[config.mk]
export PLATFORM = sky130hd
export DESIGN_NAME = keypad_saw_synth
export DESIGN_NICKNAME = d
export VERILOG_FILES = /design/src/rtl/keypad_saw_synth.sv
export SDC_FILE = /design/constraint.sdc
export NUM_CORES = 1
export LEC_CHECK = 0
export ABC_AREA = 1
export BUFFER_PORTS_ARGS = -buffer_cell sky130_fd_sc_hd__buf_2
export CELL_PAD_IN_SITES_DETAIL_PLACEMENT = 0
export CELL_PAD_IN_SITES_GLOBAL_PLACEMENT = 1
export CORE_MARGIN = 5
export CORE_UTILIZATION = 44
export CTS_BUF_LIST = sky130_fd_sc_hd__clkbuf_8
export DETAILED_ROUTE_END_ITERATION = 10
export PLACE_DENSITY = 0.95
export SYNTH_ARGS = -nofsm -noshare
export SYNTH_HDL_FRONTEND = slang
export SYNTH_SLANG_ARGS = --single-unit
[constraint.sdc]
create_clock -name clk_i -period 5.3 [get_ports clk_i]
set_input_delay 0.265 -clock clk_i [delete_from_list [all_inputs] [get_ports clk_i]]
set_output_delay 0.265 -clock clk_i [all_outputs]
set_load 0.01 [all_outputs]
[src/rtl/keypad_saw_synth.sv]
// ---------------------------------------------------------------------------
// keypad_saw_synth
//
// Keypad-driven sawtooth tone generator. One key of a 4x4 matrix keypad is
// decoded to a hex code, the code selects one of 16 note frequencies, and a
// phase accumulator stepped by that note's increment drives a rising
// sawtooth ramp. One signed sample is produced per sample clock.
//
// Ports
//   clk_i        sample clock, all state changes on its rising edge
//   reset_ni     asynchronous active-low reset
//   kpyd_i       {row[3:0], col[3:0]}, active-high; bit 4 = row 0, bit 0 = col 0
//   hex_o        registered key code (holds its value when no valid key)
//   key_valid_o  registered, 1 while exactly one row and one column are active
//   phase_inc_o  phase increment of the current note (combinational from hex_o)
//   addr_o       top ADDR_WIDTH_P bits of the phase accumulator
//   data_o       registered signed sawtooth sample, zero while no key is held
//   valid_o      registered, 1 from the first clock after reset release
// ---------------------------------------------------------------------------
module keypad_saw_synth #(
    parameter int ACC_WIDTH_P   = 32,
    parameter int ADDR_WIDTH_P  = 10,
    parameter int WIDTH_P       = 24,
    parameter int SAMPLE_RATE_P = 48000
) (
    input  logic                    clk_i,
    input  logic                    reset_ni,
    input  logic [7:0]              kpyd_i,
    output logic [3:0]              hex_o,
    output logic                    key_valid_o,
    output logic [ACC_WIDTH_P-1:0]  phase_inc_o,
    output logic [ADDR_WIDTH_P-1:0] addr_o,
    output logic [WIDTH_P-1:0]      data_o,
    output logic                    valid_o
);

    // floor(f * 2^ACC_WIDTH_P / SAMPLE_RATE_P), evaluated only on constants.
    function automatic logic [ACC_WIDTH_P-1:0] calc_inc(input logic [63:0] freq_hz);
        logic [63:0] scaled;
        scaled = (freq_hz << ACC_WIDTH_P) / 64'(SAMPLE_RATE_P);
        return scaled[ACC_WIDTH_P-1:0];
    endfunction

    localparam logic [ACC_WIDTH_P-1:0] INC_0 = calc_inc(64'd261);
    localparam logic [ACC_WIDTH_P-1:0] INC_1 = calc_inc(64'd294);
    localparam logic [ACC_WIDTH_P-1:0] INC_2 = calc_inc(64'd330);
    localparam logic [ACC_WIDTH_P-1:0] INC_3 = calc_inc(64'd349);
    localparam logic [ACC_WIDTH_P-1:0] INC_4 = calc_inc(64'd392);
    localparam logic [ACC_WIDTH_P-1:0] INC_5 = calc_inc(64'd440);
    localparam logic [ACC_WIDTH_P-1:0] INC_6 = calc_inc(64'd494);
    localparam logic [ACC_WIDTH_P-1:0] INC_7 = calc_inc(64'd523);
    localparam logic [ACC_WIDTH_P-1:0] INC_8 = calc_inc(64'd587);
    localparam logic [ACC_WIDTH_P-1:0] INC_9 = calc_inc(64'd659);
    localparam logic [ACC_WIDTH_P-1:0] INC_A = calc_inc(64'd698);
    localparam logic [ACC_WIDTH_P-1:0] INC_B = calc_inc(64'd784);
    localparam logic [ACC_WIDTH_P-1:0] INC_C = calc_inc(64'd880);
    localparam logic [ACC_WIDTH_P-1:0] INC_D = calc_inc(64'd988);
    localparam logic [ACC_WIDTH_P-1:0] INC_E = calc_inc(64'd1046);
    localparam logic [ACC_WIDTH_P-1:0] INC_F = calc_inc(64'd1174);

    localparam int PAD_W = WIDTH_P - ADDR_WIDTH_P;

    logic [3:0]              hex_q, hex_d;
    logic                    key_valid_q, key_valid_d;
    logic [ACC_WIDTH_P-1:0]  acc_q, acc_d;
    logic [WIDTH_P-1:0]      data_q, data_d;
    logic                    valid_q;

    logic                    key_hit;
    logic [3:0]              key_code;
    logic [ACC_WIDTH_P-1:0]  phase_inc;
    logic [ADDR_WIDTH_P-1:0] addr;
    logic [WIDTH_P-1:0]      saw;

    // Only the 16 exact one-row/one-column patterns are keys; anything else
    // (nothing pressed, ghosting, multiple keys) is rejected.
    always_comb begin
        key_hit  = 1'b1;
        key_code = 4'h0;
        case (kpyd_i)
            8'b0001_0001: key_code = 4'h1;
            8'b0001_0010: key_code = 4'h2;
            8'b0001_0100: key_code = 4'h3;
            8'b0001_1000: key_code = 4'hA;
            8'b0010_0001: key_code = 4'h4;
            8'b0010_0010: key_code = 4'h5;
            8'b0010_0100: key_code = 4'h6;
            8'b0010_1000: key_code = 4'hB;
            8'b0100_0001: key_code = 4'h7;
            8'b0100_0010: key_code = 4'h8;
            8'b0100_0100: key_code = 4'h9;
            8'b0100_1000: key_code = 4'hC;
            8'b1000_0001: key_code = 4'hE;
            8'b1000_0010: key_code = 4'h0;
            8'b1000_0100: key_code = 4'hF;
            8'b1000_1000: key_code = 4'hD;
            default:      key_hit  = 1'b0;
        endcase
    end

    always_comb begin
        phase_inc = INC_0;
        case (hex_q)
            4'h0: phase_inc = INC_0;
            4'h1: phase_inc = INC_1;
            4'h2: phase_inc = INC_2;
            4'h3: phase_inc = INC_3;
            4'h4: phase_inc = INC_4;
            4'h5: phase_inc = INC_5;
            4'h6: phase_inc = INC_6;
            4'h7: phase_inc = INC_7;
            4'h8: phase_inc = INC_8;
            4'h9: phase_inc = INC_9;
            4'hA: phase_inc = INC_A;
            4'hB: phase_inc = INC_B;
            4'hC: phase_inc = INC_C;
            4'hD: phase_inc = INC_D;
            4'hE: phase_inc = INC_E;
            4'hF: phase_inc = INC_F;
            default: phase_inc = INC_0;
        endcase
    end

    assign addr = acc_q[ACC_WIDTH_P-1 -: ADDR_WIDTH_P];

    // addr * 2^PAD_W - 2^(WIDTH_P-1): flipping the address MSB turns the
    // unsigned ramp into a signed one centred on zero.
    assign saw = {~addr[ADDR_WIDTH_P-1], addr[ADDR_WIDTH_P-2:0], {PAD_W{1'b0}}};

    always_comb begin
        hex_d       = key_hit ? key_code : hex_q;
        key_valid_d = key_hit;
        // Accumulator free-runs so phase stays continuous across key changes.
        acc_d       = acc_q + phase_inc;
        data_d      = key_valid_q ? saw : '0;
    end

    always_ff @(posedge clk_i or negedge reset_ni) begin
        if (!reset_ni) begin
            hex_q       <= 4'h0;
            key_valid_q <= 1'b0;
            acc_q       <= '0;
            data_q      <= '0;
            valid_q     <= 1'b0;
        end else begin
            hex_q       <= hex_d;
            key_valid_q <= key_valid_d;
            acc_q       <= acc_d;
            data_q      <= data_d;
            valid_q     <= 1'b1;
        end
    end

    assign hex_o       = hex_q;
    assign key_valid_o = key_valid_q;
    assign phase_inc_o = phase_inc;
    assign addr_o      = addr;
    assign data_o      = data_q;
    assign valid_o     = valid_q;

endmodule

; ---- Yosys cells after proc, flatten, opt, wreduce, memory -nomap -nowiden
; Memory sizes are Yosys's and may differ from the RTL's.
; Cells that the tools add are included.
[op_classes]
n_addsub = 1
eq_ne = 16
mux = 3
n_bitwise = 1
reduce_logical = 1
[op_table]
columns = operator, n
row1 = $pmux W4 S15, 1
row2 = $add A32 B32 Y32, 1
row3 = $eq A8 B5 Y1 const B, 4
row4 = $eq A8 B6 Y1 const B, 4
row5 = $eq A8 B7 Y1 const B, 4
row6 = $eq A8 B8 Y1 const B, 4
row7 = $mux W24, 1
row8 = $reduce_or A16 Y1, 1
row9 = $mux W1, 1
row10 = $not A1 Y1, 1
[word_totals]
register_bits = 62
mem_bits_ro = 432
input_bits = 10
out_inout_bits = 72
word_cells = 28
memories = 1
[mem_list]
columns = memory, words, word_bits, read_ports, rd_ports_with_merged_regs, wr, line_no
row1 = (name not given), 16, 27, 1, 0, 0, 103  ; case (hex_q)

; ---- Depth between registers and ports, before layout
[depth]
depth_word = 3
depth_mapped = 18
mapped_depth_nobuf = 17

; ---- Worst setup path after synthesis
; Ideal clock, no wire load.
[synth_timing]
path_type = flip-flop to flip-flop
from = register hex_q[1] (netlist: hex_o[1])
to = register acc_q[29]
setup_ns = 0.117
arrival_time_ns = 2.654
required_ns = 5.183
setup_slack_ns = 2.530
path_stages_with_launch = 18
n_path_buf = 0
period_less_slack_ns = 2.770
path_cell_list = dfrtp_1 -> inv_1 -> ha_1 -> nor2_1 -> nor2_1 -> inv_1 -> o21ai_0 -> ha_1 -> nand2_2 -> inv_1 -> nand2_1 -> nand2_1 -> a21oi_1 -> nand2_2 -> nand2_1 -> nand2_1 -> nand2_1 -> nand2_1
[synth_via]
elab_chain_len = 2
[synth_lines]
columns = item, line_no
row1 = start: declaration, 63  ; logic [3:0] hex_q, hex_d;
row2 = start signal: assignment, 140  ; hex_q <= 4'h0;
row3 = start signal: assignment, 146  ; hex_q <= hex_d;
row4 = $mem_v2 Z16 W27, n/a
row5 = net phase_inc_o[8], 31  ; output logic [ACC_WIDTH_P-1:0] phase_inc_o,
row6 = $add A32 B32 Y32, 134  ; acc_d = acc_q + phase_inc;
row7 = net acc_d[29], 65  ; logic [ACC_WIDTH_P-1:0] acc_q, acc_d;
row8 = end signal: assignment, 142  ; acc_q <= '0;
row9 = end signal: assignment, 148  ; acc_q <= acc_d;
row10 = end: declaration, 65
; The timed path passes the listed nets, and every way through them passes these cells.
; A chain may end at the register's enable or synchronous reset.

; ---- Worst setup path after layout
[layout_timing]
from = register hex_q[3] (netlist: hex_o[3])
to = register acc_q[20]
[layout_via]
elab_chain_len = 2
[layout_lines]
columns = item, line_no
row1 = $mem_v2 Z16 W27, n/a
row2 = $add A32 B32 Y32, 134
row3 = net acc_d[20], 65
; The timed path passes the listed nets, and every way through them passes these cells.

==> results.cfg <==
[synth]
netlist.area_leader.share_pct = 25.4
yosysMostFrequentCell = nand2_1
synthTopCellsByCount = 266 x nand2_1, 150 x inv_1, 63 x nor2_1, 48 x dfrtp_1, 39 x nand3_1
yosysSeqAreaShare_pct = 25.4
synthTopCellsByArea = dfrtp_1 25%, nand2_1 21%, inv_1 12%
syn_avg_cell_area_um2 = 6.16
synthesis.area_mm2 = 0.00473
synth-edff-count = 0
yosys.area.top_type = dfrtp_1
yosysWarnings = 0
ys_types = 34
synthCells = 768
synth_seq_cells = 48
async_reset_ff_share_pct = 100
synth_flop_cell = dfrtp_1

[critical_path]
arrival_ps = 3450
endpoint_kind = flip-flop
cp.required_ps = 5520
regToRegSetupSlack_ps = 2070
worstSetupPathType = reg2reg
timing.rr.end = acc_q[20]$_DFF_PN0_
path_max_fanout = 21
start_kind = flip-flop
worstReg2RegStart = hex_o[3]$_DFFE_PN0P_
reg2regPathDepth = 15

[placed_design]
place_area_mm2 = 0.00502
place_congestion = 0.922
dpl.hpwl_um = 10600
io_buffers = 62

[route]
first_pass_iters = 6
first_iter_violations = 427
ant_nets = 0
wl_per_cell_um = 13.4
drt-total-wl_um = 12800
drc = 0
vias_per_cell = 4.81
dr_total_vias = 4595

[final_layout]
drive_above_1_share_pct = 13.2
areaGrowthSynthToFinish_pct = 8.23
nets = 864
post-route-cell-area_mm2 = 0.00512
n_antenna_cell = 0

[timing]
setup_tns_ps = 0
finalMaxSlewViolations = 0
hold_slack_ps = 60.3
skew_ps = 18.3
min_period_ps = 3230
setup_violations = 0
hold_viol = 0
fin_crit_sh_pct = 60.9
tightest_slew_ps = 671
fmax_ghz = 0.310
rsz0062_at_grt = false
maxSlewHeadroom_pct = 55.2

[global_route]
grt_usage_pct = 20.0
grt_max_degree = 49
antenna_found_initial = 0
grt_overflow = 0
grt_pass1_wl_um = 20800
grt_pass1_vias = 4278

[die]
die_area_mm2 = 0.0129
fp.dieH_um = 114
io_pins = 82
initial_core_util_pct = 45.4
row_count = 37
core_mm2 = 0.0104
die_w_um = 114

[clocking]
clockBufferDepth = 2
cts_buffers = 5
path_clk_slew_ps = 100
cts_resized = 0
htree_levels = 2
cts_root_buffer = clkbuf_8
post_cts_buffers = 0
clock-sinks = 48
hold_buffers = 0
clk_latency_ps = 320
cts_tree = built

[worst_hold_path]
min_path_type = in2async

[job]
max-cap-violations = 0

[run_status]
outcome = complete, no violations
[critical path: stages, from the launching register on]
cell and delay (ps):
dfrtp_1 690, inv_1 430, nor2_1 290, a21oi_1 160, ha_1 270, fa_1 470, nand3_1 100, nand3_1 100
nand2_1 100, nand2_2 100, nand2_1 90, nand2_2 80, nand2_1 90, nand2_1 50, nand2_1 50, nand2_1 40
[kinds of logic (layout without fill, tap and decap cells)]
| group | count (synthesis) | in the layout | synth area share (%) |
|---|---|---|---|
| AOI/OAI and AO/OA | 62 | 62 | 7.17 |
| DFF | 48 | 48 | 25.4 |
| adders and majority gates | 36 | 36 | 9.69 |
| other | 2 | 20 | 0.159 |
| xor gates and xnor gates | 15 | 15 | 2.78 |
| buffers and inverters | 192 | 225 | 17.8 |
| and+or+nand+nor | 413 | 413 | 37.0 |
[sequential cells by signal, summed over array words and instances, names as in the netlist]
| register | cells |
|---|---|
| hex_o | 4 |
| acc_q | 32 |
| data_o | 10 |
| valid_o | 1 |
| key_valid_o | 1 |
[cell type report]
cell class	count	area, um^2
fill	1133	5300
clock buffer	6	82.6
multi-input combinational	546	2750
clock inverter	2	13.8
inverter	154	578
sequential	48	1200
timing repair buffer	63	318
tap	136	170
[stage by stage]
step	cells	worst slack, ps	util (%)
6_report	955	2070	49.1
5_1_grt	955	1820	49.1
4_1_cts	955	2170	49.1
3_5_place_dp	947	2170	48.2
3_3_place_gp	947	2130	48.2
2_1_floorplan	786	2530	-
[cell usage in the layout, fill, tap and decap left out, types with 2 or more instances in the layout]
master | netlist | routed
a21oi_1 | 30 | 30
buf_2 | 6 | 62
clkbuf_8 | 0 | 6
conb_1 | 2 | 20
dfrtp_1 | 48 | 48
ha_1 | 35 | 35
inv_1 | 150 | 150
inv_2 | 4 | 4
nand2_1 | 266 | 266
nand2_2 | 11 | 11
nand3_1 | 39 | 39
nand3_2 | 5 | 5
nand4_1 | 6 | 6
nor2_1 | 63 | 63
nor2_2 | 8 | 8
nor2_4 | 2 | 2
nor3_1 | 6 | 6
nor3_2 | 4 | 4
o21ai_0 | 16 | 16
o21ai_1 | 2 | 2
o22ai_1 | 7 | 7
xor2_1 | 15 | 15
[how the worst max path moves through the flow]
stage / start / end / slack (ps)
floorplan: hex_o[1]$_DFFE_PN0P_ / acc_q[29]$_DFF_PN0_ / 2530
global placement: hex_o[3]$_DFFE_PN0P_ / acc_q[20]$_DFF_PN0_ / 2130
detailed placement: hex_o[3]$_DFFE_PN0P_ / acc_q[20]$_DFF_PN0_ / 2170
CTS: hex_o[3]$_DFFE_PN0P_ / acc_q[20]$_DFF_PN0_ / 2170
global route: hex_o[3]$_DFFE_PN0P_ / acc_q[20]$_DFF_PN0_ / 1820
finish: hex_o[3]$_DFFE_PN0P_ / acc_q[20]$_DFF_PN0_ / 2070
[routing by layer]
| metal | wire, um | vias to the layer above | track usage, % |
|---|---|---|---|
| met3 | 784 | 25 | 2.92 |
| met4 | 337 | 0 | 6.41 |
| met5 | 0 | - | 0 |
| li1 | - | 2383 | - |
| met1 | 5980 | 2028 | 27.9 |
| met2 | 5660 | 159 | 31.8 |
Power is left out: the tool's default activity adds up to more than one toggle a clock period on the data nets, which glitch-free logic cannot reach.
